File: config.mk
export PLATFORM = sky130hd
export DESIGN_NAME = axil_slave_to_stream
export DESIGN_NICKNAME = d
export VERILOG_FILES = /design/src/rtl/axil_pkg.sv /design/src/rtl/axil_shadow_rf.sv /design/src/rtl/axil_slave_to_stream.sv
export SDC_FILE = /design/constraint.sdc
export NUM_CORES = 1
export LEC_CHECK = 0
export ABC_CLOCK_PERIOD_IN_PS = 4800
export CORE_UTILIZATION = 40
export CTS_CLUSTER_SIZE = 30
export DETAILED_ROUTE_END_ITERATION = 8
export SLEW_MARGIN = 10
export SYNTH_ARGS = -nofsm -noshare
export SYNTH_HDL_FRONTEND = slang
export SYNTH_SLANG_ARGS = --single-unit
File: constraint.sdc
create_clock -name clk -period 4.8 [get_ports clk]
set_clock_uncertainty 0.2 [all_clocks]
set_input_delay 1.2 -clock clk [delete_from_list [all_inputs] [get_ports clk]]
set_output_delay 1.2 -clock clk [all_outputs]
set_load 0.01 [all_outputs]
File: src/rtl/axil_pkg.sv
// Shared definitions for the AXI-lite <-> stream bridge pair.
//
// Contents:
//   RESP_OKAY / RESP_SLVERR : AXI-lite response codes
//   w_state_t               : write-side FSM states (idle, streaming beat, response)
//   r_state_t               : read-side FSM states (idle, data presented)
//   idx_width()             : index width for an n-entry register array (min 1)
package axil_pkg;

    localparam logic [1:0] RESP_OKAY   = 2'b00;
    localparam logic [1:0] RESP_SLVERR = 2'b10;

    typedef enum logic [1:0] {
        W_IDLE   = 2'd0,
        W_STREAM = 2'd1,
        W_RESP   = 2'd2
    } w_state_t;

    typedef enum logic {
        R_IDLE = 1'b0,
        R_DATA = 1'b1
    } r_state_t;

    function automatic int idx_width(input int n);
        return (n > 1) ? $clog2(n) : 1;
    endfunction

endpackage

File: src/rtl/axil_shadow_rf.sv
// Shadow register file holding the last value forwarded to each address.
//
// Ports:
//   clk, rstn     : clock, asynchronous active-low reset (clears all entries)
//   we            : write enable
//   waddr, wdata  : write port index and data
//   raddr, rdata  : combinational read port
module axil_shadow_rf
    import axil_pkg::*;
#(
    parameter int NREG    = 16,
    parameter int DATA_WD = 8,
    parameter int IDX_WD  = idx_width(NREG)
) (
    input  logic               clk,
    input  logic               rstn,
    input  logic               we,
    input  logic [IDX_WD-1:0]  waddr,
    input  logic [DATA_WD-1:0] wdata,
    input  logic [IDX_WD-1:0]  raddr,
    output logic [DATA_WD-1:0] rdata
);

    logic [DATA_WD-1:0] mem [NREG];

    always_ff @(posedge clk or negedge rstn) begin
        if (!rstn) begin
            for (int i = 0; i < NREG; i++) begin
                mem[i] <= '0;
            end
        end else if (we) begin
            mem[waddr] <= wdata;
        end
    end

    assign rdata = mem[raddr];

endmodule

File: src/rtl/axil_slave_to_stream.sv
// AXI-lite slave that forwards every accepted write as one stream beat
// {address, data} and mirrors forwarded writes into a shadow register file
// that AXI-lite reads return.
//
// Handshakes: every channel uses valid/ready; a transfer happens on the
// rising clk edge where both are 1. A producer holds valid and its payload
// stable until that edge; ready may change freely.
//
// Ports:
//   clk, rstn                 : clock, asynchronous active-low reset
//   awaddr/awvalid/awready    : write address channel
//   wdata/wvalid/wready       : write data channel
//   bresp/bvalid/bready       : write response (always OKAY)
//   araddr/arvalid/arready    : read address channel
//   rdata/rresp/rvalid/rready : read data (SLVERR for araddr >= NREG)
//   tdata/tkeep/tvalid/tready : output stream, tdata = {addr, data}
//   wr_state_dbg, rd_state_dbg: current write / read FSM state
module axil_slave_to_stream
    import axil_pkg::*;
#(
    parameter int DATA_WD = 8,
    parameter int ADDR_WD = 8,
    parameter int BYTE_WD = (ADDR_WD + DATA_WD) >> 3,
    parameter int NREG    = 16
) (
    input  logic                       clk,
    input  logic                       rstn,
    input  logic [ADDR_WD-1:0]         awaddr,
    input  logic                       awvalid,
    output logic                       awready,
    input  logic [DATA_WD-1:0]         wdata,
    input  logic                       wvalid,
    output logic                       wready,
    output logic [1:0]                 bresp,
    output logic                       bvalid,
    input  logic                       bready,
    input  logic [ADDR_WD-1:0]         araddr,
    input  logic                       arvalid,
    output logic                       arready,
    output logic [DATA_WD-1:0]         rdata,
    output logic [1:0]                 rresp,
    output logic                       rvalid,
    input  logic                       rready,
    output logic [ADDR_WD+DATA_WD-1:0] tdata,
    output logic [BYTE_WD-1:0]         tkeep,
    output logic                       tvalid,
    input  logic                       tready,
    output logic [1:0]                 wr_state_dbg,
    output logic                       rd_state_dbg
);

    localparam int IDX_WD = idx_width(NREG);
    // One extra bit so NREG == 2**ADDR_WD is representable.
    localparam logic [ADDR_WD:0] NREG_W = (ADDR_WD + 1)'(NREG);

    function automatic logic in_range(input logic [ADDR_WD-1:0] a);
        return {1'b0, a} < NREG_W;
    endfunction

    w_state_t           w_state;
    r_state_t           r_state;
    logic               aw_held;
    logic               w_held;
    logic [ADDR_WD-1:0] addr_q;
    logic [DATA_WD-1:0] data_q;

    logic               aw_fire;
    logic               w_fire;
    logic               ar_fire;
    logic               beat_fire;
    logic               aw_held_nx;
    logic               w_held_nx;
    logic [ADDR_WD-1:0] addr_nx;
    logic [DATA_WD-1:0] data_nx;
    logic               rf_we;
    logic [DATA_WD-1:0] rf_rdata;

    assign aw_fire    = awvalid & awready;
    assign w_fire     = wvalid & wready;
    assign ar_fire    = arvalid & arready;
    assign beat_fire  = tvalid & tready;

    // Holding state as it will be after this edge; lets the beat launch on
    // the same edge that completes the address/data pair.
    assign aw_held_nx = aw_held | aw_fire;
    assign w_held_nx  = w_held | w_fire;
    assign addr_nx    = aw_fire ? awaddr : addr_q;
    assign data_nx    = w_fire ? wdata : data_q;

    // Shadow is written on the beat handshake; out-of-range writes are
    // streamed but never stored.
    assign rf_we      = beat_fire & in_range(addr_q);

    assign wr_state_dbg = w_state;
    assign rd_state_dbg = r_state;

    axil_shadow_rf #(
        .NREG    (NREG),
        .DATA_WD (DATA_WD),
        .IDX_WD  (IDX_WD)
    ) u_shadow (
        .clk   (clk),
        .rstn  (rstn),
        .we    (rf_we),
        .waddr (addr_q[IDX_WD-1:0]),
        .wdata (data_q),
        .raddr (araddr[IDX_WD-1:0]),
        .rdata (rf_rdata)
    );

    // Write side: collect AW and W independently, emit one beat, then respond.
    always_ff @(posedge clk or negedge rstn) begin
        if (!rstn) begin
            w_state <= W_IDLE;
            aw_held <= 1'b0;
            w_held  <= 1'b0;
            addr_q  <= '0;
            data_q  <= '0;
            awready <= 1'b0;
            wready  <= 1'b0;
            tvalid  <= 1'b0;
            tdata   <= '0;
            tkeep   <= '0;
            bvalid  <= 1'b0;
            bresp   <= RESP_OKAY;
        end else begin
            case (w_state)
                W_IDLE: begin
                    aw_held <= aw_held_nx;
                    w_held  <= w_held_nx;
                    addr_q  <= addr_nx;
                    data_q  <= data_nx;
                    if (aw_held_nx && w_held_nx) begin
                        w_state <= W_STREAM;
                        tvalid  <= 1'b1;
                        tdata   <= {addr_nx, data_nx};
                        tkeep   <= '1;
                        awready <= 1'b0;
                        wready  <= 1'b0;
                    end else begin
                        awready <= !aw_held_nx;
                        wready  <= !w_held_nx;
                    end
                end
                W_STREAM: begin
                    if (tready) begin
                        tvalid  <= 1'b0;
                        tkeep   <= '0;
                        aw_held <= 1'b0;
                        w_held  <= 1'b0;
                        bvalid  <= 1'b1;
                        bresp   <= RESP_OKAY;
                        w_state <= W_RESP;
                    end
                end
                W_RESP: begin
                    if (bready) begin
                        bvalid  <= 1'b0;
                        awready <= 1'b1;
                        wready  <= 1'b1;
                        w_state <= W_IDLE;
                    end
                end
                default: begin
                    w_state <= W_IDLE;
                end
            endcase
        end
    end

    // Read side: the shadow is sampled on the AR edge, so a read landing on
    // the same edge as a beat handshake sees the pre-write value.
    always_ff @(posedge clk or negedge rstn) begin
        if (!rstn) begin
            r_state <= R_IDLE;
            arready <= 1'b0;
            rvalid  <= 1'b0;
            rdata   <= '0;
            rresp   <= RESP_OKAY;
        end else begin
            case (r_state)
                R_IDLE: begin
                    arready <= 1'b1;
                    if (ar_fire) begin
                        if (in_range(araddr)) begin
                            rdata <= rf_rdata;
                            rresp <= RESP_OKAY;
                        end else begin
                            rdata <= '0;
                            rresp <= RESP_SLVERR;
                        end
                        rvalid  <= 1'b1;
                        arready <= 1'b0;
                        r_state <= R_DATA;
                    end
                end
                R_DATA: begin
                    if (rready) begin
                        rvalid  <= 1'b0;
                        arready <= 1'b1;
                        r_state <= R_IDLE;
                    end
                end
                default: begin
                    r_state <= R_IDLE;
                end
            endcase
        end
    end

endmodule

==> results of run 1 <==
==> layout by cell type (no fill, tap or decap), types with 4 or more instances in the layout <==
master and n:
o221ai_1 8, mux2i_1 16, clkdlybuf4s50_1 65, buf_4 6
nand2_1 15, mux4_2 32, o21ai_0 5, clkbuf_16 17
inv_1 4, dfrtp_1 180, mux2_2 174, bufinv_16 4
nand4_4 13, a21oi_1 8
==> logic make-up after synthesis <==
logic type | after synthesis | share of synthesized area (%)
other | 1 | 0.04496
buffers and inverters | 40 | 2.655
DFF | 180 | 54.01
muxes | 224 | 34.41
and+or+nand+nor | 56 | 6.691
AOI/OAI and AO/OA | 27 | 2.190
==> worst max-delay path, stage by stage <==
cell             delay [ps]
clkdlybuf4s50_1         530
and4bb_1                690
buf_4                   380
nand4_4                 260
mux2_4                  390
==> final timing paths <==
path / from / to / slack [ps] / cells after the start
max: tready / u_shadow.mem[41] / 1450 / 5
min: rvalid / rvalid / 270 / 2
max reg2reg: addr_q[4] / u_shadow.mem[79] / 2300 / 3
min reg2reg: rvalid / rvalid / 270 / 2
max in group asynchronous: rstn / u_shadow.mem[112] / 2860 / 2
min in group asynchronous: rstn / rdata[0] / 660 / 1
==> power groups by stage <==
stage	sequential, mW	clock [mW]	combinational (mW)
after floorplan	2.34	0	1.26
after global placement	2.53	0	1.60
after detailed placement	2.57	0	1.64
after CTS	2.55	1.50	1.65
after global routing	2.63	1.55	1.76
final	2.55	1.47	1.62
==> per-stage QoR <==
stage | total power, mW | std cells | hold WS, ps | utilization (%)
final | 5.645 | 869 | 274.7 | 48.29
after detailed placement | 4.216 | 838 | 261.3 | 45.23
after global placement | 4.136 | 838 | 259.8 | 45.23
after floorplan | 3.599 | 530 | 270.4 | -
after global routing | 5.942 | 869 | 309.7 | 48.29
after CTS | 5.695 | 869 | 277.1 | 48.29
==> sequential cells by signal, summed over array words and instances, names as in the netlist, 2 cells and up <==
register / flops
u_shadow.mem: 128
addr_q: 8
wr_state_dbg: 2
rdata: 8
tdata: 16
data_q: 8
==> cell type report <==
class	instances	share of cell area, %
multi-input cells	310	36.83
clock inverters	12	1.832
repair buffers	74	7.443
flip-flops and latches	180	45.80
inverters	4	0.1527
clock buffers	19	4.504
well taps	270	3.435
==> per-layer routing <==
metal | share of wire (%) | vias to the layer above | track usage, %
met5 | 0 | - | 0
met4 | 1.4 | 0 | 5.625
met2 | 49 | 91 | 30.31
li1 | - | 2089 | -
met1 | 46 | 2529 | 24.23
met3 | 2.9 | 20 | 3.188
==> results.rst, run 1 <==
.. list-table::
   :header-rows: 1

   * - Metric
     - Value
   * - Outcome
     - complete, no violations
   * - Flip-flop and latch count after synthesis
     - 180
   * - TritonCTS clock tree
     - built
   * - Cell with the most instances after synthesis
     - dfrtp_1
   * - Post-synth top flop
     - dfrtp_1
   * - Maximum number of pins on one net before global-route repair
     - 97
   * - Vias in the first global route
     - 5085
   * - Clock period minus worst slack
     - 3345 ps
   * - Area of all placed cells without fillers
     - 0.009834 mm2
   * - Area of combinational cells with multiple inputs
     - 0.003622 mm2
   * - CTS root buffer
     - clkbuf_16
   * - Net Switching
     - 1.795 mW
   * - Hold buffer count at cts
     - 0
   * - CP max FO
     - 9
   * - Power per Cell Area
     - 574.0 mW/mm2
   * - Clock share of power
     - 26.1%
   * - Antenna violations before repair
     - 0
   * - Routed via count
     - 4729
   * - Drt via density
     - 5.442
   * - Max clock buf depth
     - 2
   * - Asr flop ratio synth
     - 100.0%
   * - Setup total negative slack
     - 0 ps
   * - Post-Place Cell Area
     - 0.009211 mm2
   * - Count of flip-flops with a built-in enable after synthesis
     - 0
   * - I/O Buffers
     - 67
   * - Share of layout cells above drive strength 1
     - 44.74%
   * - Number of DRC markers after the initial detailed-route iteration
     - 288
   * - Worst-Margin Slew
     - 1080 ps
   * - Min setup slack post-route
     - 1455 ps
   * - Class of the most critical setup path
     - primary input to flop
   * - Max-capacitance violation count
     - 0
   * - Worst hold path class
     - flop to flop
   * - Number of hold violations in the final report
     - 0
   * - Number of filler instances in the final layout
     - 1746
   * - Number of buffers created by CTS
     - 17
   * - Boundary pin count
     - 71
   * - Last weighted congestion value of the routability-driven placer
     - 0.7403
   * - Static Leakage
     - 4.546 nW
   * - Core area
     - 0.02036 mm2
   * - Area growth from synthesis to layout
     - 17.91%
   * - Post-route DRC violation count
     - 0
   * - Placement Rows
     - 52
   * - Synthesized instance count
     - 528
   * - Antenna-violating nets left
     - 0
   * - Remaining max-slew budget at the tightest pin
     - 27.46%
   * - Die outline height
     - 146.4 um
   * - Logic gate share of total power
     - 28.8%
   * - Remaining Overflow, GRT
     - 0
   * - Clock Pin Slew Worst Setup and Hold Paths
     - 70 ps
   * - Switching share of power
     - 31.80%
   * - Area enclosed by the die boundary
     - 0.02143 mm2
   * - Highest achievable clock rate
     - 298.9 MHz
   * - Final period util
     - 69.70%
   * - Number of max-slew violations in the final report
     - 0
   * - Average cell area after synthesis
     - 15.80 um2
   * - Post-layout nets
     - 619
   * - Top cells by area in the synthesized netlist
     - dfrtp_1 (54%), mux2_2 (23%), mux4_2 (8.6%)
   * - Cell taking the most area after synthesis
     - dfrtp_1
   * - Clk sinks
     - 180
   * - Endpoint kind of the worst setup timing path
     - flop
   * - Final setup violation count
     - 0
   * - Distinct cells, synth
     - 39
   * - Data arrival time at the worst-slack endpoint
     - 3460 ps
   * - Die extent in x
     - 146.4 um
   * - Post-synthesis instance area
     - 0.008340 mm2
   * - Most numerous cell types in the synthesized netlist
     - dfrtp_1 (180), mux2_2 (174), mux4_2 (32)
   * - Half-perimeter wire length after placement
     - 12.13 mm
   * - Area taken by flip-flops and latches
     - 0.004504 mm2
   * - Latest clock arrival within the worst-skew pair
     - 430 ps
   * - Wire length per cell after detailed routing
     - 20.83 um
   * - Internal power component
     - 3.850 mW
   * - Starting utilization of the core area
     - 40.96%
   * - Maximum vdd drop
     - 0.3602 mV
   * - Pre-CTS setup slack
     - 985.2 ps
   * - Setup repair after global routing missed its margin
     - no
   * - Antenna cell count
     - 0
   * - Ys Warns
     - 0
   * - WP data required
     - 4910 ps
   * - Post-CTS setup-driven buffer insertion count
     - 0
   * - Crit start category
     - primary input
   * - Number of resized instances in the post-cts repair step
     - 0
   * - Area share of the largest cell type after synthesis
     - 54.01%
   * - Proportion of power drawn by flip-flops and latches
     - 45.2%
   * - Share of the yosys chip area belonging to registers
     - 54.01%
   * - Wire length of the first global-routing pass
     - 29.50 mm
   * - Overall global routing resource usage
     - 18.18%
   * - # H-tree levels
     - 4
   * - Total Wirelength
     - 18.10 mm
   * - First-pass iteration count of the detailed router
     - 6
Note: power is estimated with default switching activity, not from simulation.
==> run 2: changes to the inputs <==
--- a/config.mk
+++ b/config.mk
@@ -5,7 +5,7 @@
 export SDC_FILE = /design/constraint.sdc
 export NUM_CORES = 1
 export LEC_CHECK = 0
-export ABC_CLOCK_PERIOD_IN_PS = 4800
+export ABC_CLOCK_PERIOD_IN_PS = 3300
 export CORE_UTILIZATION = 40
 export CTS_CLUSTER_SIZE = 30
 export DETAILED_ROUTE_END_ITERATION = 8
==> constraint.sdc (replaced) <==
create_clock -name clk -period 3.3 [get_ports clk]
set_clock_uncertainty 0.2 [all_clocks]
set_input_delay 0.825 -clock clk [delete_from_list [all_inputs] [get_ports clk]]
set_output_delay 0.825 -clock clk [all_outputs]
set_load 0.01 [all_outputs]
==> run 2 against run 1 <==
Utilization increased by 0.30 points. Global-route usage fell by 0.25 points. Total power is 43% higher.
==> results.rst, run 2 (same netlist as run 1, synthesis figures left out) <==
.. list-table::
   :header-rows: 1

   * - Metric
     - Value
   * - Total Wirelength
     - 17.81 mm (-1.6%)
   * - Clk sinks
     - 180 (unchanged)
   * - Post-route DRC violation count
     - 0 (unchanged)
   * - Overall global routing resource usage
     - 17.93% (-0.25 points)
   * - Number of DRC markers after the initial detailed-route iteration
     - 158 (-45%)
   * - Placement Rows
     - 52 (unchanged)
   * - Largest stage delay on the critical path
     - 680 ps (about the same)
   * - Hold buffer count at cts
     - 0 (unchanged)
   * - Number of hold violations in the final report
     - 0 (unchanged)
   * - Regs by FF count
     - u_shadow.mem x128, tdata x16
   * - I/O Buffers
     - 67 (unchanged)
   * - Maximum number of pins on one net before global-route repair
     - 75 (-23%)
   * - Routed via count
     - 4723 (-0.13%)
   * - Static Leakage
     - 4.583 nW (+0.81%)
   * - Number of resized instances in the post-cts repair step
     - 0 (unchanged)
   * - Number of buffers created by CTS
     - 17 (unchanged)
   * - Most frequent standard cell in the layout excluding fill and tap cells
     - dfrtp_1
   * - Number of filler instances in the final layout
     - 1742 (-0.23%)
   * - Number of flip-flops in the largest register
     - 128 (unchanged)
   * - Class of the most critical setup path
     - flop to output port
   * - Most used cells in the layout excluding fill and tap cells
     - dfrtp_1 (180), mux2_2 (174), clkdlybuf4s50_1 (65)
   * - Internal power component
     - 5.534 mW (+44%)
   * - Number of max-slew violations in the final report
     - 0 (unchanged)
   * - Final setup violation count
     - 0 (unchanged)
   * - Outcome
     - complete, no violations
   * - TritonCTS clock tree
     - built
   * - Area growth from synthesis to layout
     - 18.65%
   * - Clock Pin Slew Worst Setup and Hold Paths
     - 60 ps (about the same)
   * - Remaining max-slew budget at the tightest pin
     - 45.98% (+19 points)
   * - Setup repair after global routing missed its margin
     - no
   * - Vias in the first global route
     - 5164 (+1.6%)
   * - Boundary pin count
     - 71 (unchanged)
   * - CTS root buffer
     - clkbuf_16
   * - Standard cell with the maximum stage delay on the critical path
     - dfrtp_1
   * - Latest clock arrival within the worst-skew pair
     - 420 ps (about the same)
   * - Half-perimeter wire length after placement
     - 12.15 mm (+0.17%)
   * - Last weighted congestion value of the routability-driven placer
     - 0.7592 (+2.6%)
   * - Crit start category
     - flop
   * - Antenna-violating nets left
     - 0 (unchanged)
   * - Proportion of power drawn by flip-flops and latches
     - 45.6% (+0.4 points)
   * - WP data required
     - 2270 ps (-2640 ps)
   * - Final period util
     - 84.16%
   * - Power per Cell Area
     - 815.2 mW/mm2 (+42%)
   * - Combined buffer and inverter count along the critical path
     - 1 (-1)
   * - Data arrival time at the worst-slack endpoint
     - 1750 ps (-1710 ps)
   * - Die extent in x
     - 146.4 um (unchanged)
   * - Wire length per cell after detailed routing
     - 20.35 um (-2.3%)
   * - Share of the core filled with cells in the final layout
     - 48.59% (+0.30 points)
   * - Series of cell instances along the critical path
     - clkdlybuf4s50_1
   * - Register containing the most flip-flops in the final layout
     - u_shadow.mem
   * - Largest delay share family, worst path
     - flip-flops
   * - Highest achievable clock rate
     - 360.1 MHz
   * - Max-capacitance violation count
     - 0 (unchanged)
   * - Clock share of power
     - 24.5% (-1.6 points)
   * - Max clock buf depth
     - 2 (unchanged)
   * - Share of layout cells above drive strength 1
     - 45.29% (+0.55 points)
   * - First-pass iteration count of the detailed router
     - 4 (-2)
   * - Setup total negative slack
     - 0 ps (unchanged)
   * - Post-CTS setup-driven buffer insertion count
     - 0 (unchanged)
   * - Wire length of the first global-routing pass
     - 29.17 mm (-1.1%)
   * - Maximum vdd drop
     - 0.5193 mV (+44%)
   * - Remaining Overflow, GRT
     - 0 (unchanged)
   * - Post-layout nets
     - 627 (+1.3%)
   * - Antenna violations before repair
     - 0 (unchanged)
   * - Clock period minus worst slack
     - 2777 ps
   * - Die outline height
     - 146.4 um (unchanged)
   * - Worst-Margin Slew
     - 807.3 ps (-272.8 ps)
   * - Switching share of power
     - 31.40% (-0.39 points)
   * - Net Switching
     - 2.533 mW (+41%)
   * - Core area
     - 0.02036 mm2 (unchanged)
   * - Area enclosed by the die boundary
     - 0.02143 mm2 (unchanged)
   * - Logic gate share of total power
     - 29.9% (+1.1 points)
   * - Endpoint kind of the worst setup timing path
     - output port
   * - # H-tree levels
     - 4 (unchanged)
   * - Antenna cell count
     - 0 (unchanged)
   * - Starting utilization of the core area
     - 40.96% (unchanged)
   * - Worst hold path class
     - primary input to async pin
   * - CP max FO
     - 16 (+7)
   * - Drt via density
     - 5.398 (-0.81%)
==> run 2: changes by cell type in the layout (fill, tap and decap cells not counted), sizes merged <==
cell	change
inv	-1
buf	+8
clkinvlp	-1
clkbuf	+2
bufinv	-2
==> run 2: worst paths after layout <==
| check | start | to | slack [ps] | cells after the start |
|---|---|---|---|---|
| min in group clk | rvalid | rvalid | 290 | 2 |
| hold reg to reg | rvalid | rvalid | 290 | 2 |
| hold / removal | rstn | u_shadow.mem[114] | 220 | 1 |
| setup reg to reg | addr_q[3] | u_shadow.mem[44] | 1100 | 3 |
| setup / recovery | wr_state_dbg[0] | wr_state_dbg[0] | 520 | 1 |
| max in group asynchronous | rstn | u_shadow.mem[107] | 1890 | 2 |
==> run 2: stage by stage <==
step	power (mW)	instance area [um2]	hold WS, ps	setup WS (ps)	instances
after global routing	8.530	9896	260.7	441.9	875
after CTS	8.156	9896	236.9	510.7	875
after floorplan	5.235	8348	270.4	1028	530
after global placement	6.039	9321	269.3	304.0	846
final	8.067	9896	219.2	522.7	875
after detailed placement	6.147	9321	277.8	302.6	846
==> run 2: final cells by class <==
cell class	count	area, um2	area share, %
Clock inverter	8	103.9	1.049
Clock buffer	21	470.5	4.754
Multi-Input combinational cell	310	3622	36.60
Timing Repair Buffer	82	842.1	8.509
Tap cell	270	337.8	3.414
Sequential cell	180	4504	45.52
Inverter	4	15.01	0.1517
==> run 2: power groups by stage <==
stage                     clock, mW  sequential [mW]  combinational [mW]
after floorplan                   0             3.41                1.83
after global placement            0             3.66                2.37
after detailed placement          0             3.72                2.43
after CTS                      2.03             3.69                2.44
after global routing           2.11             3.81                2.60
final                          1.98             3.68                2.41
==> run 2: metal layers <==
metal | share of wire (%) | wire (um) | global-route usage, %
met5 | 0 | 0 | 0
met4 | 1.1 | 197 | 5.469
met2 | 49 | 8691 | 29.17
met3 | 4.1 | 736 | 3.594
met1 | 46 | 8184 | 24.22
